<file path="config.mk">
export PLATFORM = sky130hd
export DESIGN_NAME = uart_echo_sequencer
export DESIGN_NICKNAME = d
export VERILOG_FILES = /design/src/rtl/uart_echo_sequencer.sv
export SDC_FILE = /design/constraint.sdc
export NUM_CORES = 1
export LEC_CHECK = 0
export CAP_MARGIN = 20
export CORE_MARGIN = 2
export CORE_UTILIZATION = 44
export CTS_BUF_LIST = sky130_fd_sc_hd__clkbuf_8
export DETAILED_ROUTE_END_ITERATION = 8
export PLACE_DENSITY = 0.86
export SLEW_MARGIN = 0
export SYNTH_ARGS = -nofsm -noshare
export SYNTH_HDL_FRONTEND = slang
export SYNTH_SLANG_ARGS = --single-unit
</file>
<file path="constraint.sdc">
create_clock -name clk -period 2.1 [get_ports clk]
set_input_delay 0.21 -clock clk [delete_from_list [all_inputs] [get_ports clk]]
set_output_delay 0.21 -clock clk [all_outputs]
set_load 0.03 [all_outputs]
</file>
<file path="src/rtl/uart_echo_sequencer.sv">
// Bus-master FSM that runs the UART echo loop (enable, poll rx, read, poll tx, write back)
// over a req/ack MMIO port, reporting echo progress and tx stalls.
module uart_echo_sequencer #(
   parameter logic [31:0] UART_BASE  = 32'h10013000,
   parameter int unsigned POLL_GAP   = 4,
   parameter int unsigned TX_TIMEOUT = 16
) (
   input  logic        clk,
   input  logic        rst_n,
   input  logic        en,
   output logic        req,
   output logic        we,
   output logic [31:0] addr,
   output logic [31:0] wdata,
   input  logic        ack,
   input  logic [31:0] rdata,
   output logic        busy,
   output logic [15:0] echo_count,
   output logic [7:0]  last_byte,
   output logic        tx_stall
);
   typedef enum logic [2:0] {
      IDLE, EN_WR, RX_POLL, RX_GAP, RX_READ, TX_POLL, TX_GAP, TX_WRITE
   } state_t;

   localparam logic [31:0] A_DATA = UART_BASE;
   localparam logic [31:0] A_STAT = UART_BASE + 32'd4;
   localparam logic [31:0] A_CTRL = UART_BASE + 32'd8;

   state_t      r_state;
   logic        r_req, r_we, r_busy, r_tx_stall;
   logic [31:0] r_addr, r_wdata;
   logic [15:0] r_echo_count, r_stall_cnt;
   logic [7:0]  r_last_byte, r_byte, r_gap;

   logic        w_gap_done;
   logic [15:0] w_stall_inc;
   logic        w_stall_hit;

   // Gap states exit after max(POLL_GAP,1) idle cycles; the exit itself raises the next poll.
   assign w_gap_done  = ({1'b0, r_gap} + 9'd1) >= 9'(POLL_GAP);
   assign w_stall_inc = (r_stall_cnt == 16'hFFFF) ? r_stall_cnt : r_stall_cnt + 16'd1;
   assign w_stall_hit = {16'd0, w_stall_inc} >= TX_TIMEOUT;

   always_ff @(posedge clk or negedge rst_n) begin
      if (!rst_n) begin
         r_state      <= IDLE;
         r_req        <= 1'b0;
         r_we         <= 1'b0;
         r_addr       <= '0;
         r_wdata      <= '0;
         r_busy       <= 1'b0;
         r_tx_stall   <= 1'b0;
         r_echo_count <= '0;
         r_last_byte  <= '0;
         r_stall_cnt  <= '0;
         r_byte       <= '0;
         r_gap        <= '0;
      end else begin
         case (r_state)
            IDLE: if (en) begin
               r_state <= EN_WR;
               r_busy  <= 1'b1;
            end
            EN_WR:
               if (!r_req) begin
                  r_req   <= 1'b1;
                  r_we    <= 1'b1;
                  r_addr  <= A_CTRL;
                  r_wdata <= 32'd1;
               end else if (ack) begin
                  r_req   <= 1'b0;
                  r_state <= RX_POLL;
               end
            RX_POLL:
               if (!r_req) begin
                  r_req  <= 1'b1;
                  r_we   <= 1'b0;
                  r_addr <= A_STAT;
               end else if (ack) begin
                  r_req   <= 1'b0;
                  r_gap   <= '0;
                  r_state <= rdata[2] ? RX_READ : RX_GAP;
               end
            RX_GAP:
               if (!w_gap_done) begin
                  r_gap <= r_gap + 8'd1;
               end else if (!en) begin
                  r_state <= IDLE;
                  r_busy  <= 1'b0;
               end else begin
                  r_state <= RX_POLL;
                  r_req   <= 1'b1;
                  r_we    <= 1'b0;
                  r_addr  <= A_STAT;
               end
            RX_READ:
               if (!r_req) begin
                  r_req  <= 1'b1;
                  r_we   <= 1'b0;
                  r_addr <= A_DATA;
               end else if (ack) begin
                  r_req       <= 1'b0;
                  r_byte      <= rdata[7:0];
                  r_stall_cnt <= '0;
                  r_state     <= TX_POLL;
               end
            TX_POLL:
               if (!r_req) begin
                  r_req  <= 1'b1;
                  r_we   <= 1'b0;
                  r_addr <= A_STAT;
               end else if (ack) begin
                  r_req <= 1'b0;
                  if (rdata[1]) begin
                     r_state <= TX_WRITE;
                  end else begin
                     r_stall_cnt <= w_stall_inc;
                     if (w_stall_hit) r_tx_stall <= 1'b1;
                     r_gap   <= '0;
                     r_state <= TX_GAP;
                  end
               end
            // en is deliberately ignored here so a byte already read is always written back.
            TX_GAP:
               if (!w_gap_done) begin
                  r_gap <= r_gap + 8'd1;
               end else begin
                  r_state <= TX_POLL;
                  r_req   <= 1'b1;
                  r_we    <= 1'b0;
                  r_addr  <= A_STAT;
               end
            TX_WRITE:
               if (!r_req) begin
                  r_req   <= 1'b1;
                  r_we    <= 1'b1;
                  r_addr  <= A_DATA;
                  r_wdata <= {24'd0, r_byte};
               end else if (ack) begin
                  r_req        <= 1'b0;
                  r_echo_count <= r_echo_count + 16'd1;
                  r_last_byte  <= r_byte;
                  r_tx_stall   <= 1'b0;
                  r_stall_cnt  <= '0;
                  r_state      <= en ? RX_POLL : IDLE;
                  r_busy       <= en;
               end
            default: begin
               r_state <= IDLE;
               r_busy  <= 1'b0;
               r_req   <= 1'b0;
            end
         endcase
      end
   end

   assign req        = r_req;
   assign we         = r_we;
   assign addr       = r_addr;
   assign wdata      = r_wdata;
   assign busy       = r_busy;
   assign echo_count = r_echo_count;
   assign last_byte  = r_last_byte;
   assign tx_stall   = r_tx_stall;
endmodule

</file>
==> results_dict.tcl <==
set metrics [dict create \
    finalMaxSlewViolations 0 \
    route.detailed.drc 0 \
    drive_gt1_share_pct 16.2 \
    overflow 0 \
    hold_violations 0 \
    postRouteAntennaNets 0 \
    drtIter0Drc 253 \
    crit_chain "ha_4 > and2_4 > a21oi_2 > or4_1 > a311oi_1 > and4b_2 > mux2_2" \
    die_x_um 102 \
    synth_ff_type "dfrtp_1" \
    core_area_um2 9330 \
    worstHoldPathType "primary input to asynchronous set/reset pin" \
    cp.depth 7 \
    cts_sinks 74 \
    die_area_um2 10500 \
    power.total_w 0.00633 \
    worst_slack_ns -0.0646 \
    slowest_stage "or4_1" \
    setup_tns_ns -0.141 \
    drt-total-wl_um 10100 \
    cts_tree "yes" \
    rows 35 \
    grtUsageTotal_pct 19.9 \
    required_ns 2.34 \
    die_h_um 102 \
    path_class "flip-flop to flip-flop" \
    synth.distinct_cells 56 \
    crit_path_end "addr[2]" \
    regToRegStartpoint "r_gap[0]" \
    path_max_fanout 4 \
    vias_per_cell 5.40 \
    fin_crit_sh_pct 103 \
    syn2layout_area_growth_pct 22.3 \
    fin_crit_ns 2.16 \
    synth_edf_count 0 \
    end_kind "flip-flop" \
    n_fill_cell 807 \
    clock_skew_ns 0.00882 \
    root_buffer "clkbuf_8" \
    r2r_cells 7 \
    cts.reportedPaths.clkPinSlew_ns 0.08 \
    grt_max_degree 75 \
    setup_viol 3 \
    gp_congestion 0.886 \
    ys_ff_latch 74 \
    startpoint "r_gap[0]" \
    grt_pass1_vias 3425 \
    synth_area_um2 4260 \
    drv_cap 0 \
    cts-htree-levels 3 \
    hold_ws_ns 0.407 \
    cp.buffers_inverters 0 \
    grt_pass1_wl_um 16500 \
    synth_async_sr_flop_share_pct 100 \
    crit_path_start_kind "flip-flop" \
    dp_slack_ns -0.0534 \
    syn_inst 461 \
    io_pins 128 \
    wl_per_cell_um 15.0 \
    ys_seq_area_share_pct 43.5 \
    status "finished, violations left" \
    clock.fmax_mhz 462 \
    post-route-util_pct 55.8 \
    vias 3629 \
    antenna_found_initial 0 \
    cts_buffers 9 \
    cts_buffer_depth 2 \
    rsz0062_at_grt "true" \
    failed_checks "setup timing" \
    critPathArrivalTime_ns 2.40 \
    dp_hpwl_um 7180 \
    start_util_pct 45.6 \
    vdd_drop_max_v 0.000520 \
    p_per_area_nw_per_um2 1220 \
    num-nets-final 578 \
    critPathMaxStageDelay_ns 0.46 \
    timing.rr.end "addr[2]" \
    ff2ff_setup_slack_ns -0.06 \
    yosysWarnings 0 \
    crit_family "simple AND/OR/NAND/NOR gates" \
    avgSynthCellArea_um2 9.23 \
    drtPass1Iterations 5 \
    power_leakage_nw 2.33 \
    n_antenna_cell 0 \
    portBuffers 53 \
    worstSkewPairLatency_ns 0.35 \
]
[power by group]
part,total (W),switching (W),internal (W)
Clock,0.00126,0.000557,0.000706
Combinational,0.00299,0.00172,0.00126
Sequential,0.00208,0.000299,0.00178
Total,0.00633,0.00258,0.00375
[cells by family after synthesis]
kind of cell | Yosys count | synth area share, %
other | 1 | 0.0881
AO/OA/AOI/OAI | 96 | 14.5
buffers and inverters | 83 | 12.6
XOR/XNOR | 18 | 3.70
flip-flops | 74 | 43.5
AND/OR/NAND/NOR | 167 | 19.7
adder cells (fa/ha/maj) | 4 | 1.18
multiplexers | 18 | 4.64
[per-stage QoR]
step,instance area (um2),std cells
global placement,4890,652
global route,5200,672
floorplan,4440,510
detailed placement,4890,652
finish,5200,672
CTS,5150,669
[how the worst min path moves through the flow]
| stage | start | to | cells after the start | slack [ns] |
|---|---|---|---|---|
| CTS | rst_n | wdata[6] | 3 | 0.43 |
| global placement | rst_n | wdata[4] | 2 | 0.27 |
| floorplan | rst_n | addr[16] | 0 | -0.09 |
| global route | rst_n | r_byte[6] | 3 | 0.44 |
| finish | rst_n | wdata[4] | 3 | 0.41 |
| detailed placement | rst_n | wdata[4] | 2 | 0.27 |
[repair_timing]
action | 4_1_cts | 5_1_grt
pin swaps | 1 | 3
endpoints found under the hold margin | 74 | 0
cloned | 0 | 0
gates resized for setup | 6 | 9
hold buffers | 1 | 0
setup buffers | 0 | 3
endpoints found under the setup margin | 4 | 7
[worst min-delay path, delay by kind of cell]
family                 cells  cell delay, ns
buffers and inverters      3            0.96
[cell usage in the layout, fill, tap and decap left out, drive strengths merged, types with 2 or more instances in the layout]
cell type	netlist	layout
o22ai	3	3
a31oi	9	9
buf	58	38
a21o	2	2
and3	8	8
nand2b	5	5
ha	4	4
nand2	65	65
conb	1	50
o21a	2	2
nor4	4	4
xnor2	15	15
a22o	9	9
or4	2	2
o21ai	37	37
nor3	8	8
or2	2	2
nor2b	5	5
o31ai	4	4
clkbuf	16	10
xor2	3	3
o22a	2	2
nand3	19	19
a21oi	15	15
nand4	10	10
clkdlybuf4s50	0	52
dfrtp	74	74
clkinv	0	2
and4	6	6
mux2i	4	4
nor2	21	21
inv	9	11
a211oi	3	3
bufinv	0	2
mux2	14	14
and2	10	10
[final cells by class]
cell class	instances	area [um2]	area share [%]
inverter	9	33.8	0.649
tap	129	161	3.10
sequential	74	1860	35.6
multi-input combinational	353	2100	40.3
clock buffer	10	138	2.64
clock inverter	6	90.1	1.73
timing repair buffer	91	830	15.9
[registers in the layout, summed over array words and instances, names as in the netlist, 3 cells and up]
signal,flops
r_stall_cnt,16
last_byte,8
wdata,8
r_byte,8
r_gap,8
r_state,3
echo_count,16
addr,3
[synth_stat cells (all sizes together), types with 6 or more instances]
master / count / area share [%]
nor2: 21 / 1.9
xnor2: 15 / 3.1
a31oi: 9 / 1.3
inv: 9 / 0.79
and2: 10 / 1.5
a21oi: 15 / 1.9
nand3: 19 / 2.2
a22o: 9 / 1.9
and3: 8 / 1.2
clkbuf: 16 / 1.7
and4: 6 / 1.3
buf: 58 / 10
nand4: 10 / 1.8
mux2: 14 / 3.7
nor3: 8 / 0.94
dfrtp: 74 / 44
nand2: 65 / 5.7
o21ai: 37 / 4.4
[layer usage]
metal / GRT usage, % / part of all wire, %
met5: 0 / 0
met4: 9.03 / 3.1
met3: 4.38 / 6.4
met2: 32.8 / 49
met1: 25.1 / 41
No activity file was read; power rests on OpenSTA's default activity.
